<file path="src/rtl/program_counter_unit_pkg.sv">
// Shared definitions for the program counter unit: widths, return stack
// depth, the pc_control encoding and the bit positions of the ALU flags.
package program_counter_unit_pkg;

  localparam int PC_WIDTH  = 16;
  localparam int RAS_DEPTH = 8;

  typedef enum logic [1:0] {
    PC_SEQ  = 2'b00,
    PC_JUMP = 2'b01,
    PC_CALL = 2'b10,
    PC_RET  = 2'b11
  } pc_ctrl_e;

  // Flag register layout {O,S,C,Z}
  localparam int FLAG_Z = 0;
  localparam int FLAG_C = 1;
  localparam int FLAG_S = 2;
  localparam int FLAG_O = 3;

endpackage

</file>
<file path="src/rtl/program_counter_unit_ras.sv">
// return_address_stack: RAS_DEPTH-entry LIFO of return addresses.
// Ports:
//   clk, reset_n   clock and synchronous active-low reset (clears pointer only)
//   push, push_data  push a return address (ignored when full)
//   pop              discard the top entry (ignored when empty)
//   top_data         current top entry (valid when !empty)
//   full, empty      occupancy status
module return_address_stack
  import program_counter_unit_pkg::*;
(
  input  logic                clk,
  input  logic                reset_n,
  input  logic                push,
  input  logic [PC_WIDTH-1:0] push_data,
  input  logic                pop,
  output logic [PC_WIDTH-1:0] top_data,
  output logic                full,
  output logic                empty
);

  localparam int SP_W = $clog2(RAS_DEPTH) + 1;
  localparam logic [SP_W-1:0] DEPTH_V = SP_W'(RAS_DEPTH);

  logic [SP_W-1:0]     sp_q, sp_d;
  logic [SP_W-1:0]     sp_m1;
  logic [PC_WIDTH-1:0] mem_q [RAS_DEPTH];
  logic [PC_WIDTH-1:0] mem_d [RAS_DEPTH];

  assign full     = (sp_q == DEPTH_V);
  assign empty    = (sp_q == '0);
  assign sp_m1    = sp_q - 1'b1;
  assign top_data = mem_q[sp_m1[SP_W-2:0]];

  always_comb begin
    sp_d  = sp_q;
    mem_d = mem_q;
    if (push && !full) begin
      mem_d[sp_q[SP_W-2:0]] = push_data;
      sp_d = sp_q + 1'b1;
    end else if (pop && !empty) begin
      sp_d = sp_m1;
    end
  end

  always_ff @(posedge clk) begin
    if (!reset_n) sp_q <= '0;
    else          sp_q <= sp_d;
  end

  // Contents are only meaningful below the pointer, so they need no reset.
  always_ff @(posedge clk) begin
    mem_q <= mem_d;
  end

endmodule

</file>
<file path="src/rtl/program_counter_unit.sv">
// program_counter_unit: instruction address generator with conditional
// jumps, call/return through a return stack, and an ALU flags register.
// Ports:
//   clk, reset_n              clock, synchronous active-low reset
//   pc_increment_control      1 = advance/redirect this cycle, 0 = hold
//   pc_control                PC_SEQ / PC_JUMP / PC_CALL / PC_RET
//   jump_address              target for jump and call
//   jump_*_control            condition selects (OR-ed; none = unconditional)
//   flags_write_enable, alu_flags  flags register load
//   pc, flags, branch_taken   registered outputs
//   stack_overflow/underflow  sticky stack error indicators
module program_counter_unit
  import program_counter_unit_pkg::*;
(
  input  logic                clk,
  input  logic                reset_n,
  input  logic                pc_increment_control,
  input  logic [1:0]          pc_control,
  input  logic [PC_WIDTH-1:0] jump_address,
  input  logic                jump_zero_control,
  input  logic                jump_below_control,
  input  logic                jump_below_equal_control,
  input  logic                jump_above_control,
  input  logic                jump_above_equal_control,
  input  logic                jump_greater_control,
  input  logic                jump_greater_equal_control,
  input  logic                jump_less_control,
  input  logic                jump_less_equal_control,
  input  logic                flags_write_enable,
  input  logic [3:0]          alu_flags,
  output logic [PC_WIDTH-1:0] pc,
  output logic [3:0]          flags,
  output logic                branch_taken,
  output logic                stack_overflow,
  output logic                stack_underflow
);

  logic [PC_WIDTH-1:0] pc_q, pc_d, pc_inc;
  logic [3:0]          flags_q, flags_d;
  logic                branch_taken_q, branch_taken_d;
  logic                ovf_q, ovf_d, unf_q, unf_d;

  logic                ras_push, ras_pop, ras_full, ras_empty;
  logic [PC_WIDTH-1:0] ras_top;

  pc_ctrl_e ctrl;
  logic     f_z, f_c, f_s, f_o;
  logic [8:0] sel, cond;
  logic       jump_taken;

  assign ctrl   = pc_ctrl_e'(pc_control);
  assign pc_inc = pc_q + 1'b1;

  // Conditions look at the registered flags so a same-cycle flags write
  // only influences later instructions.
  assign f_z = flags_q[FLAG_Z];
  assign f_c = flags_q[FLAG_C];
  assign f_s = flags_q[FLAG_S];
  assign f_o = flags_q[FLAG_O];

  assign sel = {jump_less_equal_control, jump_less_control,
                jump_greater_equal_control, jump_greater_control,
                jump_above_equal_control, jump_above_control,
                jump_below_equal_control, jump_below_control,
                jump_zero_control};

  assign cond = {f_z | (f_s != f_o),
                 f_s != f_o,
                 f_s == f_o,
                 !f_z & (f_s == f_o),
                 !f_c,
                 !f_c & !f_z,
                 f_c | f_z,
                 f_c,
                 f_z};

  assign jump_taken = (sel == '0) || ((sel & cond) != '0);

  always_comb begin
    pc_d           = pc_q;
    flags_d        = flags_write_enable ? alu_flags : flags_q;
    branch_taken_d = 1'b0;
    ovf_d          = ovf_q;
    unf_d          = unf_q;
    ras_push       = 1'b0;
    ras_pop        = 1'b0;
    if (pc_increment_control) begin
      unique case (ctrl)
        PC_SEQ: pc_d = pc_inc;
        PC_JUMP: begin
          pc_d           = jump_taken ? jump_address : pc_inc;
          branch_taken_d = jump_taken;
        end
        PC_CALL: begin
          pc_d           = jump_address;
          branch_taken_d = 1'b1;
          if (ras_full) ovf_d    = 1'b1;
          else          ras_push = 1'b1;
        end
        PC_RET: begin
          if (ras_empty) begin
            unf_d = 1'b1;
            pc_d  = pc_inc;
          end else begin
            ras_pop        = 1'b1;
            pc_d           = ras_top;
            branch_taken_d = 1'b1;
          end
        end
      endcase
    end
  end

  always_ff @(posedge clk) begin
    if (!reset_n) begin
      pc_q           <= '0;
      flags_q        <= '0;
      branch_taken_q <= 1'b0;
      ovf_q          <= 1'b0;
      unf_q          <= 1'b0;
    end else begin
      pc_q           <= pc_d;
      flags_q        <= flags_d;
      branch_taken_q <= branch_taken_d;
      ovf_q          <= ovf_d;
      unf_q          <= unf_d;
    end
  end

  return_address_stack u_ras (
    .clk       (clk),
    .reset_n   (reset_n),
    .push      (ras_push),
    .push_data (pc_inc),
    .pop       (ras_pop),
    .top_data  (ras_top),
    .full      (ras_full),
    .empty     (ras_empty)
  );

  assign pc              = pc_q;
  assign flags           = flags_q;
  assign branch_taken    = branch_taken_q;
  assign stack_overflow  = ovf_q;
  assign stack_underflow = unf_q;

endmodule

</file>
<file path="config.mk">
export PLATFORM = sky130hd
export DESIGN_NAME = program_counter_unit
export DESIGN_NICKNAME = d
export VERILOG_FILES = /design/src/rtl/program_counter_unit_pkg.sv /design/src/rtl/program_counter_unit_ras.sv /design/src/rtl/program_counter_unit.sv
export SDC_FILE = /design/constraint.sdc
export NUM_CORES = 1
export LEC_CHECK = 0
export ABC_AREA = 1
export BUFFER_PORTS_ARGS = -buffer_cell sky130_fd_sc_hd__buf_2
export CORE_UTILIZATION = 64
export CTS_CLUSTER_SIZE = 30
export DETAILED_ROUTE_END_ITERATION = 10
export PLACE_DENSITY = 0.85
export SETUP_SLACK_MARGIN = 0.2
export SLEW_MARGIN = 10
export SYNTH_ARGS = -nofsm -noshare
export SYNTH_HDL_FRONTEND = slang
export SYNTH_SLANG_ARGS = --single-unit
export TNS_END_PERCENT = 1
</file>
<file path="constraint.sdc">
create_clock -name clk -period 6.7 [get_ports clk]
set_input_delay 1.34 -clock clk [delete_from_list [all_inputs] [get_ports clk]]
set_output_delay 1.34 -clock clk [all_outputs]
set_load 0.05 [all_outputs]
</file>
Word level (Yosys, flattened, before mapping)

Cells that the tools add are included.

Equality and inequality tests: 6
Bitwise logic cells: 7
Add/subtract/negate cells: 3
Reduce and logical (&&, ||, !) cells: 16
Multipliers: 0
Divide/modulo/power cells: 0
Order comparisons: 3
Shift-type cells: 0
Mux-type cells: 18

Operator list:

| operator              | count |
|---|---|
| $bwmux 128            | 1 |
| $mux 16               | 5 |
| $pmux 16 s4           | 1 |
| $bmux 16 s3           | 1 |
| $demux 16 s3          | 1 |
| $add 16x1->16 const B | 1 |
| $and 9x9->9           | 1 |
| $logic_not 9->1       | 1 |
| $reduce_bool 9->1     | 1 |
| $ge 4x4->1 const B    | 2 |
| $mux 4                | 2 |
| $not 3->4             | 2 |
| $mux 1                | 6 |
| $reduce_and 3->1      | 2 |
| $add 4x1->4 const B   | 1 |
| $eq 2x2->1 const B    | 2 |
| $eq 4x4->1 const B    | 1 |
| $logic_not 1->1       | 4 |
| $logic_not 4->1       | 1 |
| $lt 4x1->1 const B    | 1 |
| $sub 4x1->4 const B   | 1 |
| $logic_and 1x1->1     | 3 |
| $pmux 1 s3            | 1 |
| $and 1x1->1           | 2 |
| 8 further kinds       | 9 |

Memory bits (writable): 0
ROM bits: 0
Memories kept: 0
Flip-flop bits (word level): 155
Input port bits: 35
Latch bits: 0
Logic and storage cells: 67
Output and inout bits: 23

Logic depth before layout (Yosys ltp)

Gate-level depths: netlist of run 1.

Depth after elaboration: 7
Mapped depth: 16
Gate-level depth less buffers: 14

Modules after synthesis

A second synthesis of run 1 with hierarchy kept.

Cells, all modules: 822
Area, all modules: 7561.0 sq um

By module, submodules not included:

| module               | instances | seq. area each (sq um) | cells an instance | area an instance (sq um) |
|---|---|---|---|---|
| return_address_stack | 1         | 3923.8                 | 437               | 5381.4 |
| program_counter_unit | 1         | 460.4                  | 385               | 2179.6 |

Worst setup path before layout of run 1

Ideal clock, no wire load.

Path kind: input to register
Start: input port pc_control[1]
End: register u_ras.mem_q[100] (netlist name) (enable)
Path buffers: 0
Data required time: 6.291 ns
Setup time: 0.409 ns
Arrival time: 3.137 ns
Stages on the path: 5
Setup slack: 3.154 ns
Cells stage by stage: inv_1 > or2_1 > nor3_4 > nand2_2 > nor3_1

Cells in the longest elaborated chain, start to end: 4

Ends and longest elaborated chain:

| what                 | line                           | RTL |
|---|---|---|
| from (decl)          | program_counter_unit.sv:18     | `input logic [1:0] pc_control,` |
| $eq 2x2->1           | program_counter_unit.sv:88     | `unique case (ctrl)` |
| $mux 1               | program_counter_unit.sv:88     |  |
| $mux 1               | program_counter_unit.sv:87     | `if (pc_increment_control) begin` |
| $logic_and 1x1->1    | program_counter_unit_ras.sv:37 | `if (push && !full) begin` |
| to (signal assigned) | program_counter_unit_ras.sv:52 | `mem_q <= mem_d;` |
| to (decl)            | program_counter_unit_ras.sv:26 | `logic [PC_WIDTH-1:0] mem_q [RAS_DEPTH];` |

Every way passes these cells.
A chain may end at the register's enable or synchronous reset.

Final worst setup path of run 1

Start: register u_ras.sp_q[0]
End: register pc_q[15], in the netlist pc[15]

Cells in the longest elaborated chain, start to end: 7
Elaborated cells on any way between the ends: 8
Those cells by class: add/sub (1); mux (5); bitwise (1); reduce/logical (1)

Ends and longest elaborated chain:

| what                                       | line                           | RTL |
|---|---|---|
| from (decl)                                | program_counter_unit_ras.sv:24 | `logic [SP_W-1:0] sp_q, sp_d;` |
| from (signal assigned)                     | program_counter_unit_ras.sv:47 | `else sp_q <= sp_d;` |
| $sub 4x1->4                                | program_counter_unit_ras.sv:31 | `assign sp_m1 = sp_q - 1'b1;` |
| $not 3->4 (not written as such)            | program_counter_unit_ras.sv:32 | `assign top_data = mem_q[sp_m1[SP_W-2:0]];` |
| $bmux 16 s3                                | program_counter_unit_ras.sv:32 |  |
| $mux 16 (not written as such) (2 in a row) | program_counter_unit_ras.sv:32 |  |
| $mux 16 (*)                                | program_counter_unit.sv:101    | `if (ras_empty) begin` |
| $pmux 16 s4 (*)                            | program_counter_unit.sv:88     |  |
| to (signal assigned)                       | program_counter_unit.sv:122    | `pc_q <= pc_d;` |
| to (decl)                                  | program_counter_unit.sv:38     | `logic [PC_WIDTH-1:0] pc_q, pc_d, pc_inc;` |

Mark *: on every way between the ends. The rest lies on a longest branch, timed or not. The select of a mux whose other input is x is not followed.

==> run_results.csv, run 1 <==
group,metric,value,unit
timing,clock_skew,0.01616,ns
timing,hold_viol,0,
pwr,totalPowerFinal,2.466,mW
finish,nFillCells,685,
timing,min_period,3.502,ns
floorplan,ios,58,
synthesis,synth_fp_nets,734,
drt,ant_nets,0,
pwr,clkPwrFrac,0.431,
synthesis,synth_seq_cells,155,
timing,fmax,285.5,MHz
grt,grt_busiest_layer,"met2",
placement,gp_congestion,0.9743,
grt,grt_use_met3,0.06315,
finish,antenna_cells,0,
critical_path,end_kind,"flop",
timing,worst_pin_slew,1.028,ns
run,maxCapViolCount,0,
pwr,seq_power_share,0.442,
placement,dp_hpwl,10770,um
placement,post_dp_cell_area,0.007355,mm^2
finish,layout_common_cells,"158 x nand2_1, 128 x edfxtp_1, 101 x nor2_1",
drt,drtIter0Drc,561,
timing,final_max_slew_viol_count,0,
synthesis,synth_cell_types,41,
grt,grt_pass1_wl,27300,um
cts,cts_root_buffer,"clkbuf_8",
critical_path,startpoint_type,"flop",
timing,rsz0062_at_grt,"no",
grt,grt_overflow,0,
grt,antenna_found_initial,0,
pwr,p_leak,3.153,nW
grt,grt_pass1_vias,5150,
synthesis,synthTopCellsByArea,"edfxtp_1 55%, nand2_1 8.5%, dfxtp_1 7.7%",
pwr,combinationalPowerShare,0.127,
cts,cts_tree,"yes",
critical_path,required,7.11,ns
synthesis,ys.flop_type,"edfxtp_1",
floorplan,std_cell_rows,37,
cts,postCtsSetupBuffers,0,
drt,routedWlPerCell,19.77,um
grt,gr-usage-all-layers,0.3278,
grt,grt_start_max_net_pins,70,
timing,relSlewSlack,0.3122,
finish,stdcell_area,0.008025,mm^2
synthesis,avgSynthCellArea,10.05,um^2
synthesis,yosysWarnings,0,
synthesis,yosysTopAreaCellShare,0.5494,
grt,grtUsageMet2,0.5135,
floorplan,die-area,0.01135,mm^2
synthesis,synth_area,0.006997,mm^2
grt,gr-usage-met1,0.4517,
cts,insertion_delay,0.52,ns
synthesis,yosysSeqAreaShare,0.6266,
finish,final_common_cell,"nand2_1",
synthesis,yosysTopAreaCell,"edfxtp_1",
run_status,status,"finished clean",
timing,fin_setup_tns,0,ns
pwr,p_switching,0.6315,mW
timing,fin_crit_sh,0.5227,
cts,cts_buffer_depth,2,
critical_path,crit_chain,"buf_4 -> clkinv_1 -> ha_1 -> buf_4 -> inv_1 -> a21oi_1 -> nor2_1 -> o21ai_0 -> o211ai_1 -> nand2_1 -> nor2_1 -> nor2_1",
critical_path,cpPeakStageDelay,0.68,ns
timing,finalSetupViolCount,0,
cts,cts_resized,0,
critical_path,crit_top_cell,"nor2_1",
finish,drive_gt1_frac,0.1654,
critical_path,worstPathArrival,3.91,ns
floorplan,core,0.01046,mm^2
floorplan,initial_core_util,0.6687,
pwr,peakVddDrop,188.0,uV
worst_hold_path,hp-class,"reg -> reg",
finish,final_util,0.7670,
critical_path,cp_slowest_cell,"inv_1",
synthesis,async_flop_share,0,
floorplan,die_h,106.6,um
cts,cts_buffers,17,
pwr,powerDensity,307.3,mW/mm^2
finish,fin_nets,787,
cts,hold_buffers,0,
cts,htreeDepth,4,
drt,num_vias,5445,
floorplan,die_x,106.6,um
drt,via_per_inst,6.063,
drt,first_pass_iters,6,
finish,area_growth,14.70,%
synthesis,synth_edf_count,128,
drt,drc,0,
pwr,p_int,1.835,mW
timing,whs,0.4797,ns
critical_path,critPathKind,"reg -> reg",
critical_path,cp_max_fo,69,
cts,clk_pin_slew,0.07,ns
placement,port-buffer-count,57,
synthesis,syn_inst,696,
drt,routed_wl,17750,um
cts,cts_sinks,155,
pwr,sw_frac_of_total,0.2561,
==> through the flow <==
step	setup WS, ns	cells
after global routing	3.013	898
after floorplan	3.154	696
after global placement	2.913	866
after detailed placement	2.786	866
final	3.198	898
after CTS	3.281	898
==> power by group through the flow <==
stage          Clock, mW  Combinational (mW)  Sequential, mW
3_3_place_gp           0               0.292            1.11
3_5_place_dp           0               0.300            1.11
5_1_grt             1.10               0.336            1.09
4_1_cts             1.06               0.306            1.09
6_report            1.06               0.313            1.09
2_1_floorplan          0               0.182            1.14
==> final timing paths <==
path,from,to,slack (ns),depth (start not counted)
min reg2reg,stack_underflow,stack_underflow,0.48,2
max reg2reg,u_ras.sp_q[0],pc[15],3.20,12
max,u_ras.sp_q[0],pc[15],3.20,12
min,stack_underflow,stack_underflow,0.48,2
==> cell type report <==
| class | count | area, um^2 | area share |
|---|---|---|---|
| Sequential cell | 155 | 4385 | 0.5465 |
| Multi-Input combinational cell | 464 | 2286 | 0.2848 |
| Clock inverter | 14 | 244.0 | 0.03040 |
| Clock buffer | 18 | 417.9 | 0.05207 |
| Inverter | 45 | 168.9 | 0.02105 |
| Timing Repair Buffer | 66 | 352.8 | 0.04397 |
| Tap cell | 136 | 170.2 | 0.02120 |
==> flip-flops by register name, summed over array words and instances, names as in the netlist <==
name             count
u_ras.sp_q           4
stack_underflow      1
flags                4
branch_taken         1
stack_overflow       1
pc                  16
u_ras.mem_q        128
==> metal layers <==
layer / vias up / share of wire
met5: - / 0
met4: 0 / 0.031
met3: 49 / 0.11
met2: 400 / 0.46
met1: 2505 / 0.40
li1: 2491 / -
==> synthesized netlist by cell type, drive strengths merged, types with 7 or more instances <==
cell type	n
buf	25
a21oi	24
inv	45
nand2	162
dfxtp	27
o21ai	51
o31ai	7
xor2	8
o211ai	15
clkbuf	7
nor2	110
nand3	45
edfxtp	128
==> worst max-delay path, delay by kind of cell, from the launching register on <==
kind	cells	cell delay (ns)
buffers and inverters	4	1.80
AO/OA/AOI/OAI	3	0.41
AND/OR/NAND/NOR	4	0.47
adder cells (fa/ha/maj)	1	0.35
flip-flops	1	0.31
==> cell families (layout without fill, tap and decap cells) <==
logic type / after synthesis / count (layout) / synth area share
compound gates: 114 / 114 / 0.09675
xor+xnor: 13 / 13 / 0.01842
fa+ha+maj: 3 / 3 / 0.005365
buf+inv: 77 / 143 / 0.04864
flops: 155 / 155 / 0.6266
mux: 2 / 2 / 0.002861
simple gates: 332 / 332 / 0.2014
Note: power is estimated with default switching activity, not from simulation.
==> inputs of run 2 (changes only) <==
Settings changed: CORE_UTILIZATION 64 to 54, PLACE_DENSITY 0.85 to 0.76.
Clock period 6.7 ns to 2.8 ns, I/O delays scaled along.
==> run_results.csv, run 2 (synthesis results as in run 1) <==
group,metric,value,unit
run_status,status,"finished clean",
grt,grt_pass1_vias,5052,
grt,grt_start_max_net_pins,69,
finish,fin_nets,801,
pwr,combinationalPowerShare,0.129,
cts,postCtsSetupBuffers,0,
drt,drc,0,
pwr,sw_frac_of_total,0.2592,
floorplan,die_h,115.8,um
drt,drtIter0Drc,517,
critical_path,cp-endpoint,"pc[4]",
grt,grt_overflow,0,
timing,worst_pin_slew,0.8008,ns
critical_path,cp-startpoint,"u_ras.sp_q[1]",
pwr,p_int,4.326,mW
timing,clock_skew,0.01242,ns
pwr,p_switching,1.514,mW
pwr,clkPwrFrac,0.425,
timing,fin_setup_tns,0,ns
drt,via_per_inst,5.691,
drt,first_pass_iters,5,
cts,htreeDepth,4,
cts,insertion_delay,0.43,ns
worst_hold_path,hp-class,"in -> reg",
pwr,peakVddDrop,440.0,uV
finish,largest_reg_flops,128,
floorplan,die-area,0.01342,mm^2
timing,fin_ws,0.4724,ns
cts,cts_sinks,155,
grt,gr-usage-all-layers,0.2730,
cts,cts_buffers,17,
drt,routed_wl,17150,um
drt,routedWlPerCell,18.09,um
timing,rsz0062_at_grt,"no",
finish,layout_common_cells,"158 x nand2_1, 128 x edfxtp_1, 102 x nor2_1",
cts,cts_root_buffer,"clkbuf_16",
pwr,p_leak,3.251,nW
pwr,seq_power_share,0.447,
critical_path,worstPathArrival,2.69,ns
timing,fin_crit_sh,0.8313,
placement,port-buffer-count,57,
timing,fmax,429.6,MHz
floorplan,initial_core_util,0.5544,
floorplan,core,0.01262,mm^2
finish,final_common_cell,"nand2_1",
grt,grt_pass1_wl,26780,um
floorplan,std_cell_rows,41,
placement,gp_congestion,0.9107,
cts,cts_tree,"yes",
critical_path,required,3.17,ns
pwr,powerDensity,714.0,mW/mm^2
finish,area_growth,16.90,%
placement,dp_hpwl,11240,um
critical_path,r2r_slack,0.47,ns
critical_path,startpoint_type,"flop",
critical_path,cp_max_fo,43,
placement,placed_cells,916,
finish,stdcell_area,0.008179,mm^2
timing,hold_viol,0,
cts,clk_pin_slew,0.06,ns
timing,final_max_slew_viol_count,0,
timing,relSlewSlack,0.4643,
drt,ant_nets,0,
cts,hold_buffers,0,
critical_path,end_kind,"flop",
critical_path,r2r-start,"u_ras.sp_q[1]",
finish,drive_gt1_frac,0.1791,
finish,finalNonFillerCells,948,
timing,min_period,2.328,ns
grt,antenna_found_initial,0,
floorplan,die_x,115.8,um
drt,num_vias,5395,
placement,place_ws,0.5559,ns
placement,post_dp_cell_area,0.007517,mm^2
timing,whs,0.3671,ns
cts,cts_buffer_depth,2,
finish,final_util,0.6481,
cts,cts_resized,0,
critical_path,reg2reg_depth,9,
critical_path,critPathKind,"reg -> reg",
floorplan,ios,58,
finish,regMostFlops,"u_ras.mem_q",
timing,finalSetupViolCount,0,
run,maxCapViolCount,0,
critical_path,r2r-end,"pc[4]",
finish,antenna_cells,0,
pwr,totalPowerFinal,5.840,mW
[run 2: power by group through the flow]
stage	Clock, mW	Sequential, mW	Combinational, mW
after floorplan	0	2.73	0.437
after global placement	0	2.65	0.719
after detailed placement	0	2.66	0.736
after CTS	2.48	2.61	0.748
after global routing	2.58	2.61	0.817
final	2.48	2.61	0.752
[run 2: per-layer routing]
layer,global-route usage,vias up,wire length [um]
met5,0,-,0
met4,0.09658,0,306
met3,0.04707,32,1499
met2,0.4373,276,8326
met1,0.3779,2565,7012
li1,-,2522,-
[run 2: layout make-up]
cell class,instances,area (um^2)
well taps,172,215.2
repair buffers,80,470.5
clock buffers,25,581.8
inverters,45,168.9
flip-flops and latches,155,4385
fillers,1000,4441
clock inverters,7,80.08
multi-input cells,464,2277
[run 2: critical path: stages (launching register included)]
cell	delay, ns
dfxtp_1	0.40
inv_1	0.13
ha_1	0.34
buf_4	0.43
o21ai_0	0.22
o221ai_1	0.30
nand3_1	0.19
nand2_1	0.12
nor2_1	0.05
nor2_1	0.08
[run 2: worst min path at each step]
stage                                from               to  cells after the start
final                        alu_flags[1]         flags[1]                      3
after floorplan             u_ras.sp_q[3]    u_ras.sp_q[3]                      2
after detailed placement  stack_underflow  stack_underflow                      2
after CTS                    alu_flags[1]         flags[1]                      3
after global placement     stack_overflow   stack_overflow                      2
after global routing         alu_flags[1]         flags[1]                      3
==> inputs of run 3 (changes only) <==
Settings changed: ABC_AREA 1 to 0.
Clock period 2.8 ns to 1.9 ns, I/O delays scaled along.
==> run_results.csv, run 3 <==
group,metric,value,unit
run_status,status,"finished, violations left",
run_status,failed_checks,"setup timing",
drt,routed_wl,18280,um
timing,relSlewSlack,0.6541,
finish,regMostFlops,"u_ras.mem_q",
critical_path,cp_max_fo,8,
grt,gr-usage-all-layers,0.2924,
drt,routedWlPerCell,24.60,um
cts,cts_buffers,17,
floorplan,die_x,114.6,um
pwr,p_leak,3.267,nW
critical_path,end_kind,"flop",
floorplan,die-area,0.01312,mm^2
synthesis,async_flop_share,0,
critical_path,worstPathArrival,2.20,ns
timing,final_max_slew_viol_count,0,
critical_path,required,2.04,ns
grt,grt_pass1_wl,26780,um
synthesis,synth_fp_nets,473,
drt,first_pass_iters,5,
floorplan,die_h,114.6,um
cts,cts_sinks,155,
finish,finalNonFillerCells,743,
synthesis,synth.most_common_cell,"edfxtp_1",
grt,grt_overflow,0,
placement,gp_congestion,0.8651,
floorplan,initial_core_util,0.5624,
placement,place_ws,-0.2404,ns
synthesis,yosysTopAreaCellShare,0.5619,
synthesis,synthTopCellsByArea,"edfxtp_1 56%, mux4_2 11%, dfxtp_1 7.9%",
synthesis,syn_inst,435,
grt,grt_start_max_net_pins,38,
synthesis,yosysSeqAreaShare,0.6409,
finish,layout_common_cells,"128 x edfxtp_1, 56 x buf_2, 55 x buf_4",
synthesis,synth_area,0.006840,mm^2
timing,hold_viol,0,
critical_path,r2r-start,"u_ras.sp_q[0]",
cts,cts_tree,"yes",
synthesis,synth_cell_types,59,
drt,drc,0,
synthesis,ys.flop_type,"edfxtp_1",
floorplan,std_cell_rows,40,
synthesis,synth_edf_count,128,
drt,num_vias,4641,
timing,fin_crit_sh,1.083,
timing,rsz0062_at_grt,"yes",
finish,fin_nets,600,
timing,clock_skew,0.01052,ns
synthesis,avgSynthCellArea,15.72,um^2
synthesis,yosysWarnings,0,
cts,htreeDepth,4,
finish,antenna_cells,0,
cts,clk_pin_slew,0.06,ns
finish,area_growth,29.80,%
cts,cts_buffer_depth,2,
cts,cts_root_buffer,"clkbuf_16",
floorplan,core,0.01216,mm^2
finish,largest_reg_flops,128,
critical_path,cp-startpoint,"u_ras.sp_q[0]",
placement,placed_cells,704,
floorplan,ios,58,
timing,finalSetupViolCount,128,
cts,insertion_delay,0.43,ns
grt,grt_pass1_vias,4709,
pwr,powerDensity,985.3,mW/mm^2
finish,drive_gt1_frac,0.4487,
timing,min_period,2.058,ns
synthesis,synth_seq_cells,155,
critical_path,critPathKind,"reg -> reg",
synthesis,yosysTopAreaCell,"edfxtp_1",
pwr,peakVddDrop,819.9,uV
finish,final_common_cell,"edfxtp_1",
timing,fin_ws,-0.1577,ns
timing,fmax,486.0,MHz
worst_hold_path,min-delay-start,"jump_address[12]",
critical_path,startpoint_type,"flop",
grt,antenna_found_initial,0,
timing,fin_setup_tns,-9.935,ns
run,maxCapViolCount,0,
synthesis,yosys-top-cells-count,"128 x edfxtp_1, 32 x mux4_2, 29 x nor2_1",
drt,ant_nets,0,
drt,drtIter0Drc,480,
drt,via_per_inst,6.246,
timing,worst_pin_slew,0.5163,ns
worst_hold_path,hp-class,"in -> reg",
placement,port-buffer-count,57,
placement,dp_hpwl,10800,um
-- run 3: changes by cell type after synthesis, sizes merged, moves of 6 or more --
cell | previous run | this run
inv | 45 | 12
nand2 | 162 | 13
nand3 | 45 | 9
o31ai | 7 | 1
o211ai | 15 | 0
a221oi | 1 | 12
a21oi | 24 | 10
mux4 | 0 | 32
o21ai | 51 | 33
mux2i | 2 | 20
nor2 | 110 | 29
nor2b | 0 | 8
buf | 25 | 15
-- run 3: worst paths after layout --
kind | to | slack [ns] | cells after the start
worst max-delay path | u_ras.mem_q[61] | -0.16 | 9
worst min-delay path | pc[12] | 0.20 | 3
worst max register to register | u_ras.mem_q[61] | -0.16 | 9
worst min register to register | stack_overflow | 0.46 | 1
-- run 3: timing repair --
action	in CTS	in global routing
pin swaps	9	7
hold buffers	0	0
endpoints found under the setup margin	220	196
gates resized for setup	28	33
endpoints found under the hold margin	0	0
cloned	2	0
buffers inserted	2	3
-- run 3: logic make-up (layout without fill, tap and decap cells) --
group | count (synthesis) | count (layout) | share of synthesized area
DFF | 155 | 155 | 0.6409
and+or+nand+nor | 94 | 94 | 0.07207
AOI/OAI and AO/OA | 73 | 73 | 0.08506
muxes | 54 | 54 | 0.1385
buffers and inverters | 37 | 177 | 0.03256
xor gates and xnor gates | 19 | 19 | 0.02543
adders and majority gates | 3 | 3 | 0.005488
-- run 3: area by class of cell --
| class | instances | area [um^2] |
|---|---|---|
| multi-input combinational | 243 | 2472 |
| clock inverter | 10 | 187.7 |
| timing repair buffer | 133 | 1107 |
| clock buffer | 22 | 464.2 |
| sequential | 155 | 4389 |
| tap | 168 | 210.2 |
| inverter | 12 | 47.55 |
| fill | 745 | 3283 |
-- run 3: metal layers --
layer	global-route usage	part of all wire	up-vias
li1	-	-	1971
met1	0.3636	0.37	2346
met2	0.4949	0.52	276
met3	0.07041	0.081	48
met4	0.1177	0.032	0
met5	0	0	-
-- run 3: through the flow --
| stage | hold slack, ns | cell area, um^2 | util | total power, mW |
|---|---|---|---|---|
| floorplan | 0.5193 | 6929 | - | 4.557 |
| global placement | 0.4469 | 7884 | 0.6483 | 4.886 |
| detailed placement | 0.4542 | 7884 | 0.6483 | 4.921 |
| CTS | 0.1844 | 8735 | 0.7182 | 8.683 |
| global route | 0.1954 | 8879 | 0.7300 | 8.979 |
| finish | 0.2014 | 8879 | 0.7300 | 8.748 |
-- run 3: power by group --
group | leakage (nW) | switching (mW) | internal (mW)
logic | 1.56 | 0.676 | 0.492
registers | 1.39 | 0.0487 | 3.77
clock network | 0.317 | 1.35 | 2.41
-- run 3: worst max-delay path, cell delays in order (launching register included) --
cell      delay (ns)
dfxtp_4         0.37
inv_4           0.04
ha_4            0.14
nand3b_1        0.09
inv_1           0.06
or4_4           0.46
buf_6           0.17
nor3_4          0.14
buf_12          0.15
buf_12          0.13
